## src/rtl/prm_edge_scan_sched.sv

```systemverilog
// Walks a run of check vectors through a combinational obstacle checker and packs its mask bits into WORD_W-bit words.
// One vector per cycle; the first word is ready min(count, WORD_W) cycles after a request is accepted.
// When the output register is still occupied as a new word completes, the scan stalls; optional hit counter under PRM_SCHED_HITCNT_EN.
module prm_edge_scan_sched #(
    parameter int VEC_W  = 15,
    parameter int CNT_W  = 16,
    parameter int WORD_W = 32
) (
    input  logic              clk,
    input  logic              rst_n,
    input  logic              req_valid,
    output logic              req_ready,
    input  logic [VEC_W-1:0]  req_base,
    input  logic [CNT_W-1:0]  req_count,
    input  logic              abort,
    output logic [VEC_W-1:0]  chk_vec,
    input  logic              chk_mask,
    output logic              out_valid,
    input  logic              out_ready,
    output logic [WORD_W-1:0] out_word,
    output logic [5:0]        out_nbits,
    output logic              out_last,
`ifdef PRM_SCHED_HITCNT_EN
    output logic [CNT_W-1:0]  hit_cnt,
`endif
    output logic              busy,
    output logic              done
);
    localparam int IDX_W = $clog2(WORD_W);

    typedef enum logic [1:0] {S_IDLE, S_SCAN, S_DRAIN, S_DONE} state_t;

    state_t              state_q, state_d;
    logic [CNT_W-1:0]    cnt_left;
    logic [WORD_W-1:0]   acc;
    logic [IDX_W-1:0]    acc_n;
    logic                accept, sample, need_load, stall, last_vec, kill;

    assign last_vec  = (cnt_left == CNT_W'(1));
    assign kill      = abort && (state_q != S_IDLE);
    assign req_ready = (state_q == S_IDLE);
    assign busy      = (state_q != S_IDLE);
    assign done      = (state_q == S_DONE);

    always_ff @(posedge clk or negedge rst_n) begin
        if (!rst_n) state_q <= S_IDLE;
        else        state_q <= state_d;
    end

    always_comb begin
        state_d   = state_q;
        accept    = 1'b0;
        sample    = 1'b0;
        need_load = 1'b0;
        stall     = 1'b0;
        if (kill) begin
            state_d = S_IDLE;
        end else begin
            case (state_q)
                S_IDLE: begin
                    if (req_valid) begin
                        accept  = 1'b1;
                        state_d = (req_count == '0) ? S_DONE : S_SCAN;
                    end
                end
                S_SCAN: begin
                    // A completed word can only be pushed if the holding register frees up this cycle.
                    need_load = (acc_n == IDX_W'(WORD_W - 1)) || last_vec;
                    stall     = need_load && out_valid && !out_ready;
                    sample    = !stall;
                    if (sample && last_vec) state_d = S_DRAIN;
                end
                S_DRAIN: begin
                    if (out_ready) state_d = S_DONE;
                end
                default: state_d = S_IDLE;
            endcase
        end
    end

    always_ff @(posedge clk or negedge rst_n) begin
        if (!rst_n) begin
            chk_vec   <= '0;
            cnt_left  <= '0;
            acc       <= '0;
            acc_n     <= '0;
            out_valid <= 1'b0;
            out_word  <= '0;
            out_nbits <= '0;
            out_last  <= 1'b0;
        end else begin
            if (accept) begin
                chk_vec  <= req_base;
                cnt_left <= req_count;
                acc      <= '0;
                acc_n    <= '0;
            end
            if (sample) begin
                chk_vec  <= chk_vec + VEC_W'(1);
                cnt_left <= cnt_left - CNT_W'(1);
                if (need_load) begin
                    acc   <= '0;
                    acc_n <= '0;
                end else begin
                    acc[acc_n] <= chk_mask;
                    acc_n      <= acc_n + IDX_W'(1);
                end
            end
            if (kill) begin
                out_valid <= 1'b0;
            end else if (sample && need_load) begin
                out_valid <= 1'b1;
                out_word  <= acc | (WORD_W'(chk_mask) << acc_n);
                out_nbits <= 6'(acc_n) + 6'd1;
                out_last  <= last_vec;
            end else if (out_ready) begin
                out_valid <= 1'b0;
            end
        end
    end

`ifdef PRM_SCHED_HITCNT_EN
    always_ff @(posedge clk or negedge rst_n) begin
        if (!rst_n)                                   hit_cnt <= '0;
        else if (accept)                              hit_cnt <= '0;
        else if (sample && chk_mask && hit_cnt != '1) hit_cnt <= hit_cnt + CNT_W'(1);
    end
`endif

endmodule

```

## config.mk

```make
export PLATFORM = sky130hd
export DESIGN_NAME = prm_edge_scan_sched
export DESIGN_NICKNAME = d
export VERILOG_FILES = /design/src/rtl/prm_edge_scan_sched.sv
export SDC_FILE = /design/constraint.sdc
export NUM_CORES = 1
export LEC_CHECK = 0
export ABC_AREA = 1
export ABC_CLOCK_PERIOD_IN_PS = 3900
export CELL_PAD_IN_SITES_DETAIL_PLACEMENT = 1
export CELL_PAD_IN_SITES_GLOBAL_PLACEMENT = 1
export CORE_UTILIZATION = 39
export DETAILED_ROUTE_END_ITERATION = 7
export GPL_ROUTABILITY_DRIVEN = 0
export PLACE_DENSITY_LB_ADDON = 0.15
export SYNTH_ARGS = -nofsm -noshare
export SYNTH_HDL_FRONTEND = slang
export SYNTH_SLANG_ARGS = --single-unit
```

## constraint.sdc

```tcl
create_clock -name clk -period 3.9 [get_ports clk]
set_input_delay 0.585 -clock clk [delete_from_list [all_inputs] [get_ports clk]]
set_output_delay 0.585 -clock clk [all_outputs]
set_load 0.01 [all_outputs]
```

==> flow_metrics.py, run 1 <==
metrics = {
    "setup_path": {
        "r2r_slack_ns": 1.28,
        "crit_reg_reg_endpoint": "acc_n[2]$_DFFE_PN0P_",
        "required_ns": 4.16,
        "cp_data_arrival_time_ns": 2.88,
        "criticalPathCategory": "reg -> reg",
        "critical_path.max_fanout": 70,
        "timing.reg2reg.worst_path_depth": 10,
        "startpoint_type": "flip-flop",
        "setup.worst_path.end_class": "flip-flop",
        "r2r_start": "acc_n[0]$_DFFE_PN0P_",
    },
    "clock_tree": {
        "path_clk_slew_ns": 0.07,
        "clock_tree_from_tritoncts": "done",
        "worstSkewPairLatency_ns": 0.37,
        "postCtsSetupBuffers": 0,
        "cts-buffers-inserted": 9,
        "clockBufferDepth": 2,
        "cts-hold-fix-buffers": 0,
        "ctsHtreeMaxLevel": 3,
        "cts_sinks": 110,
        "postCtsResizedCells": 0,
        "cts_root_buffer": "sky130_fd_sc_hd__clkbuf_16",
    },
    "sta": {
        "finalHoldViolCount": 0,
        "final.setup.worst_slack_ns": 1.276,
        "fin_setup_tns_ns": 0,
        "final_period_minus_worst_setup_slack_ns": 2.624,
        "report.final.setup_viol": 0,
        "skew_ns": 0.008191,
        "grt_setup_unrepaired": "false",
        "worst_pin_slew_ns": 0.8965,
        "layout_worst_path_cycle_share_pct": 67.29,
        "tightest_slew_margin_relative_to_the_limit_pct": 40.24,
        "slew_violations": 0,
        "timing.fmax_mhz": 381.1,
    },
    "power": {
        "peakVddDrop_mv": 0.3573,
        "leakage_nw": 3.661,
        "power_per_cell_area_nw_per_um2": 644.2,
    },
    "routing": {
        "violation_count_after_the_first_detailed_route_iteration": 286,
        "remaining_antenna_violation_count_after_routing": 0,
        "m1WireLength_mm": 9.311,
        "dr_wl_met3_um": 648,
        "viasPerCell": 5.160,
        "wl_met2_mm": 8.820,
        "detail_route.wirelength_mm": 19.01,
        "dr.pass1.iters": 4,
        "drt_drc_violations_left": 0,
        "dr.max_layer_used": "met4",
        "drt-wirelength-per-cell_um": 16.13,
        "vias": 6079,
    },
    "logic_synthesis": {
        "post_synthesis_simple_gate_area_fraction_pct": 32.00,
        "synth-compound-area-share_pct": 12.55,
        "xor_and_xnor_area_share_after_synthesis_pct": 2.352,
        "synth.lib_cells_used.distinct": 30,
        "post_synth_inst_count": 888,
        "synth_nets": 937,
        "synth_sequential_area_ratio_pct": 43.48,
        "synth.area.mux_share_pct": 0,
        "main_combinational_cell_family_by_area_after_synthesis": "simple AND/OR/NAND/NOR gates",
        "yosys_register_bits": 110,
        "synth.cell_area_sq_um": 6331,
        "avgSynthCellArea_sq_um": 7.130,
        "synth_fa_ha_area_share_pct": 2.372,
        "yosysWarnings": 0,
    },
    "cells_and_area": {
        "layout-drive-gt1-share_pct": 3.638,
        "fin_nets": 1006,
        "num_antenna_cells": 0,
        "layout-area-overhead-vs-synth_pct": 22.37,
        "fin_area_sq_um": 7747,
        "layout.core_utilization_pct": 48.77,
    },
    "place": {
        "placed_cell_area_sq_um": 7417,
        "io_buf_count": 94,
        "dp_hpwl_mm": 13.14,
        "placement.setup.worst_slack_ns": 1.187,
    },
    "flow_run": {
        "maxCapViolCount": 0,
    },
    "global_routing": {
        "grt_antenna_before_repair": 0,
        "grt_pass1_vias": 6399,
        "grt_first_pass_wirelength_mm": 32.37,
        "largest_net_degree_at_the_start_of_global_routing": 73,
        "grt-ovfl-total": 0,
        "global_route.usage.total_pct": 24.70,
    },
    "floorplanning": {
        "width_of_the_chip_um": 129.4,
        "coreArea_sq_um": 15890,
        "boundaryPins": 95,
        "initial_core_util_pct": 39.86,
        "die_h_um": 129.4,
        "die-area_sq_um": 16750,
        "std_cell_rows": 46,
    },
    "hold_path": {
        "holdCritPathClass": "in -> async",
    },
    "outcome": {
        "run_status": "finished clean",
    },
}
## worst max-delay path by stage
stage,cells after the start,to,start
2_1_floorplan,10,chk_vec[0]$_DFFE_PN0P_,state_q[0]$_DFFE_PN0P_
3_3_place_gp,6,chk_vec[13]$_DFFE_PN0P_,req_valid
3_5_place_dp,8,cnt_left[10]$_DFFE_PN0P_,req_valid
4_1_cts,10,acc_n[1]$_DFFE_PN0P_,acc_n[0]$_DFFE_PN0P_
5_1_grt,10,acc_n[4]$_DFFE_PN0P_,acc_n[0]$_DFFE_PN0P_
6_report,10,acc_n[2]$_DFFE_PN0P_,acc_n[0]$_DFFE_PN0P_
## cell usage after synthesis
cell	n	area (sq um)
sky130_fd_sc_hd__a21boi_2	1	11.26
sky130_fd_sc_hd__a21o_1	2	15.01
sky130_fd_sc_hd__a21oi_1	23	115.1
sky130_fd_sc_hd__buf_1	6	22.52
sky130_fd_sc_hd__buf_2	15	75.07
sky130_fd_sc_hd__buf_6	3	33.78
sky130_fd_sc_hd__clkbuf_1	19	71.32
sky130_fd_sc_hd__clkbuf_2	1	5.000
sky130_fd_sc_hd__clkinv_1	2	7.510
sky130_fd_sc_hd__dfrtp_1	110	2753
sky130_fd_sc_hd__ha_1	12	150.1
sky130_fd_sc_hd__inv_1	64	240.2
sky130_fd_sc_hd__inv_2	1	3.750
sky130_fd_sc_hd__nand2_1	348	1306
sky130_fd_sc_hd__nand2_4	1	11.26
sky130_fd_sc_hd__nand3_1	56	280.3
sky130_fd_sc_hd__nand3_2	2	20.02
sky130_fd_sc_hd__nand3b_1	3	22.52
sky130_fd_sc_hd__nand4_1	16	100.1
sky130_fd_sc_hd__nor2_1	60	225.2
sky130_fd_sc_hd__nor2_2	2	12.51
sky130_fd_sc_hd__nor2_8	1	20.02
sky130_fd_sc_hd__nor3_1	3	15.01
sky130_fd_sc_hd__o21ai_0	75	375.4
sky130_fd_sc_hd__o21ai_1	3	15.01
sky130_fd_sc_hd__o21bai_1	10	75.07
sky130_fd_sc_hd__o22ai_1	30	187.7
sky130_fd_sc_hd__or2_2	2	12.51
sky130_fd_sc_hd__xnor2_1	8	70.07
sky130_fd_sc_hd__xor2_1	9	78.83
## flip-flops by register name, indices dropped and copies added, names as in the netlist
| register | cells |
|---|---|
| acc | 32 |
| acc_n | 5 |
| chk_vec | 15 |
| cnt_left | 16 |
| out_last | 1 |
| out_nbits | 6 |
| out_valid | 1 |
| out_word | 32 |
| state_q | 2 |
## per-stage QoR
stage	total power (W)	std cells	hold WS (ns)
2_1_floorplan	0.003215	888	0.2894
3_3_place_gp	0.003934	1162	0.4682
3_5_place_dp	0.003991	1162	0.4743
4_1_cts	0.005042	1178	0.3586
5_1_grt	0.005414	1178	0.4048
6_report	0.004991	1178	0.3212
## where the power goes
group	total (W)	leakage (nW)	switching (W)	internal, W
clock	0.00104	0.163	0.000455	0.000586
combinational	0.00231	2.04	0.00147	0.000840
sequential	0.00164	1.46	0.000279	0.00136
total	0.00499	3.66	0.00220	0.00279
## cell usage in the layout, fill, tap and decap left out
master / instances
sky130_fd_sc_hd__or2_2: 2
sky130_fd_sc_hd__nor2_1: 60
sky130_fd_sc_hd__nand4_1: 16
sky130_fd_sc_hd__inv_6: 2
sky130_fd_sc_hd__bufinv_16: 2
sky130_fd_sc_hd__nand3_2: 2
sky130_fd_sc_hd__dfrtp_1: 110
sky130_fd_sc_hd__nand3b_1: 3
sky130_fd_sc_hd__a21o_1: 2
sky130_fd_sc_hd__o22ai_1: 30
sky130_fd_sc_hd__xnor2_1: 8
sky130_fd_sc_hd__clkinv_1: 2
sky130_fd_sc_hd__nand2_1: 348
sky130_fd_sc_hd__o21bai_1: 10
sky130_fd_sc_hd__clkinv_2: 1
sky130_fd_sc_hd__xor2_1: 9
sky130_fd_sc_hd__inv_2: 1
sky130_fd_sc_hd__a21boi_2: 1
sky130_fd_sc_hd__nand2_4: 1
sky130_fd_sc_hd__clkbuf_16: 9
sky130_fd_sc_hd__clkbuf_8: 1
sky130_fd_sc_hd__buf_12: 2
sky130_fd_sc_hd__nor3_1: 3
sky130_fd_sc_hd__o21ai_0: 75
sky130_fd_sc_hd__nor2_8: 1
sky130_fd_sc_hd__nor2_2: 2
sky130_fd_sc_hd__nand3_1: 56
sky130_fd_sc_hd__clkinv_4: 1
sky130_fd_sc_hd__inv_1: 64
sky130_fd_sc_hd__buf_4: 7
sky130_fd_sc_hd__a21oi_1: 23
sky130_fd_sc_hd__clkdlybuf4s50_1: 93
sky130_fd_sc_hd__ha_1: 12
sky130_fd_sc_hd__o21ai_1: 3
## per-layer routing
layer	vias to the layer above	track usage, %
li1	3001	-
met1	2958	34.34
met2	106	40.54
met3	14	2.849
met4	0	7.250
met5	-	0
## final cells by class
| class | count | area, sq um |
|---|---|---|
| clock buffers | 10 | 239.0 |
| multi-input cells | 667 | 3119 |
| inverters | 67 | 251.5 |
| fillers | 2044 | 8138 |
| repair buffers | 102 | 1023 |
| clock inverters | 6 | 91.34 |
| flip-flops and latches | 110 | 2753 |
| well taps | 216 | 270.3 |
## logic make-up after synthesis
logic type | Yosys count
DFF | 110
and+or+nand+nor | 494
xor gates and xnor gates | 17
AOI/OAI and AO/OA | 144
buffers and inverters | 111
adders and majority gates | 12
## critical path, stage by stage (launching register included)
cell and delay [ns]:
sky130_fd_sc_hd__dfrtp_1 0.54, sky130_fd_sc_hd__ha_1 0.24, sky130_fd_sc_hd__nand2_1 0.11, sky130_fd_sc_hd__nor2_1 0.13
sky130_fd_sc_hd__ha_1 0.20, sky130_fd_sc_hd__inv_1 0.08, sky130_fd_sc_hd__nand3_2 0.10, sky130_fd_sc_hd__buf_4 0.64
sky130_fd_sc_hd__inv_1 0.25, sky130_fd_sc_hd__nand2_1 0.14, sky130_fd_sc_hd__nand2_1 0.06
(Power assumes the default switching activity.)
==> run 2, diff against run 1 <==
--- a/config.mk
+++ b/config.mk
@@ -6,7 +6,7 @@
 export NUM_CORES = 1
 export LEC_CHECK = 0
 export ABC_AREA = 1
-export ABC_CLOCK_PERIOD_IN_PS = 3900
+export ABC_CLOCK_PERIOD_IN_PS = 2600
 export CELL_PAD_IN_SITES_DETAIL_PLACEMENT = 1
 export CELL_PAD_IN_SITES_GLOBAL_PLACEMENT = 1
 export CORE_UTILIZATION = 39
==> constraint.sdc (replaced) <==
create_clock -name clk -period 2.6 [get_ports clk]
set_input_delay 0.39 -clock clk [delete_from_list [all_inputs] [get_ports clk]]
set_output_delay 0.39 -clock clk [all_outputs]
set_load 0.01 [all_outputs]
==> flow_metrics.py, run 2 (synthesized netlist as in run 1, its figures left out) <==
metrics = {
    "outcome": {
        "run_status": "finished with violations",
        "violations": "hold timing",
    },
    "setup_path": {
        "critical_path.startpoint": "state_q[0]$_DFFE_PN0P_",
        "slowest_delay_ns": 0.57,
        "cp.depth": 4,
        "timing.critical_path.max_delay_family": "buffers and inverters",
        "crit_buf_inv": 3,
        "setup.worst_path.end_class": "primary output",
        "required_ns": 2.21,
        "crit_reg_reg_endpoint": "cnt_left[2]$_DFFE_PN0P_",
        "worst_setup_path_endpoint": "busy",
        "criticalPathCategory": "reg -> out",
        "r2r_slack_ns": 0.44,
        "timing.reg2reg.worst_path_depth": 10,
        "r2r_start": "state_q[0]$_DFFE_PN0P_",
        "critPathMostFrequentCell": "sky130_fd_sc_hd__inv_1",
        "startpoint_type": "flip-flop",
        "cp_cell_sequence": "inv_1, ha_1, inv_1, clkdlybuf4s50_1",
        "critical_path.max_fanout": 5,
        "cp_data_arrival_time_ns": 1.80,
        "critical-path-slowest-cell": "sky130_fd_sc_hd__clkdlybuf4s50_1",
    },
    "routing": {
        "dr.pass1.iters": 4,
        "remaining_antenna_violation_count_after_routing": 0,
        "violation_count_after_the_first_detailed_route_iteration": 324,
        "detail_route.wirelength_mm": 19.18,
        "vias": 6096,
        "viasPerCell": 5.114,
        "drt-wirelength-per-cell_um": 16.09,
        "drt_drc_violations_left": 0,
    },
    "cells_and_area": {
        "nFillCells": 2054,
        "num_antenna_cells": 0,
        "seqCellArea_sq_um": 2753,
        "multi_input_comb_area_sq_um": 3119,
        "layout-area-overhead-vs-synth_pct": 23.89,
        "final_cell_count_no_fill": 1192,
        "fin_nets": 1020,
        "layout.core_utilization_pct": 49.38,
        "layout-drive-gt1-share_pct": 4.816,
        "reg.largest.list": "acc x32, out_word x32, cnt_left x16",
        "layout_common_cells": "sky130_fd_sc_hd__nand2_1, sky130_fd_sc_hd__dfrtp_1, sky130_fd_sc_hd__clkdlybuf4s50_1",
        "fin_area_sq_um": 7844,
        "final_common_cell": "sky130_fd_sc_hd__nand2_1",
    },
    "clock_tree": {
        "postCtsResizedCells": 0,
        "ctsHtreeMaxLevel": 3,
        "path_clk_slew_ns": 0.08,
        "cts-hold-fix-buffers": 0,
        "cts-buffers-inserted": 9,
        "clock_tree_from_tritoncts": "done",
        "postCtsSetupBuffers": 0,
        "clockBufferDepth": 2,
        "cts_root_buffer": "sky130_fd_sc_hd__clkbuf_16",
        "worstSkewPairLatency_ns": 0.36,
        "cts_sinks": 110,
    },
    "floorplanning": {
        "coreArea_sq_um": 15890,
        "initial_core_util_pct": 39.86,
        "width_of_the_chip_um": 129.4,
        "std_cell_rows": 46,
        "die_h_um": 129.4,
        "die-area_sq_um": 16750,
        "boundaryPins": 95,
    },
    "power": {
        "power_per_cell_area_nw_per_um2": 952.8,
        "leakage_nw": 3.722,
        "peakVddDrop_mv": 0.6713,
        "total_power_w": 0.007473,
    },
    "sta": {
        "skew_ns": 0.01031,
        "worst_pin_slew_ns": 0.5596,
        "layout_worst_path_cycle_share_pct": 84.15,
        "final_period_minus_worst_setup_slack_ns": 2.188,
        "slew_violations": 0,
        "tightest_slew_margin_relative_to_the_limit_pct": 62.46,
        "timing.fmax_mhz": 457.1,
        "finalHoldViolCount": 3,
        "hold_slack_ns": -0.01420,
        "fin_setup_tns_ns": 0,
        "report.final.setup_viol": 0,
        "grt_setup_unrepaired": "false",
    },
    "global_routing": {
        "grt_pass1_vias": 6114,
        "grt_antenna_before_repair": 0,
        "largest_net_degree_at_the_start_of_global_routing": 80,
        "grt_first_pass_wirelength_mm": 31.77,
        "grt-ovfl-total": 0,
        "global_route.usage.total_pct": 24.48,
    },
    "flow_run": {
        "maxCapViolCount": 0,
    },
    "place": {
        "numPlacedInstances": 1176,
        "dp_hpwl_mm": 13.47,
        "placed_cell_area_sq_um": 7547,
        "io_buf_count": 94,
    },
    "hold_path": {
        "holdCritPathClass": "in -> async",
    },
}
[run 2: through the flow]
stage,setup slack [ns],hold WS (ns)
after floorplan,0.7058,0.09441
after global placement,0.4089,0.3895
after global routing,0.2548,0.01977
final,0.4122,-0.01420
after detailed placement,0.3392,0.3972
after CTS,0.4023,0.001820
[run 2: area by class of cell]
cell class                      instances  area share, %
Multi-Input combinational cell        667          39.77
Sequential cell                       110          35.09
Timing Repair Buffer                  116          14.71
Tap cell                              216          3.446
Inverter                               67          3.206
Clock buffer                           11          2.967
Clock inverter                          5         0.8135
[run 2: how the worst min path moves through the flow]
| stage | cells after the start | start | to | slack [ns] |
|---|---|---|---|---|
| after CTS | 1 | rst_n | chk_vec[6]$_DFFE_PN0P_ | 0.002 |
| after detailed placement | 1 | rst_n | chk_vec[6]$_DFFE_PN0P_ | 0.40 |
| final | 1 | rst_n | chk_vec[6]$_DFFE_PN0P_ | -0.01 |
| after global placement | 1 | rst_n | chk_vec[6]$_DFFE_PN0P_ | 0.39 |
| after global routing | 1 | rst_n | chk_vec[6]$_DFFE_PN0P_ | 0.02 |
| after floorplan | 0 | rst_n | acc[0]$_DFF_PN0_ | 0.09 |
[run 2: power by group]
part	total (W)	internal (W)	switching, W
Sequential	0.00242	0.00204	0.000378
Combinational	0.00361	0.00134	0.00227
Clock	0.00145	0.000761	0.000685
[run 2: routing by layer]
layer	vias to the layer above	share of wire (%)	global-route usage (%)
li1	3029	-	-
met1	2946	48	34.78
met2	108	47	39.41
met3	13	3.7	3.468
met4	0	1.1	5.882
met5	-	0	0
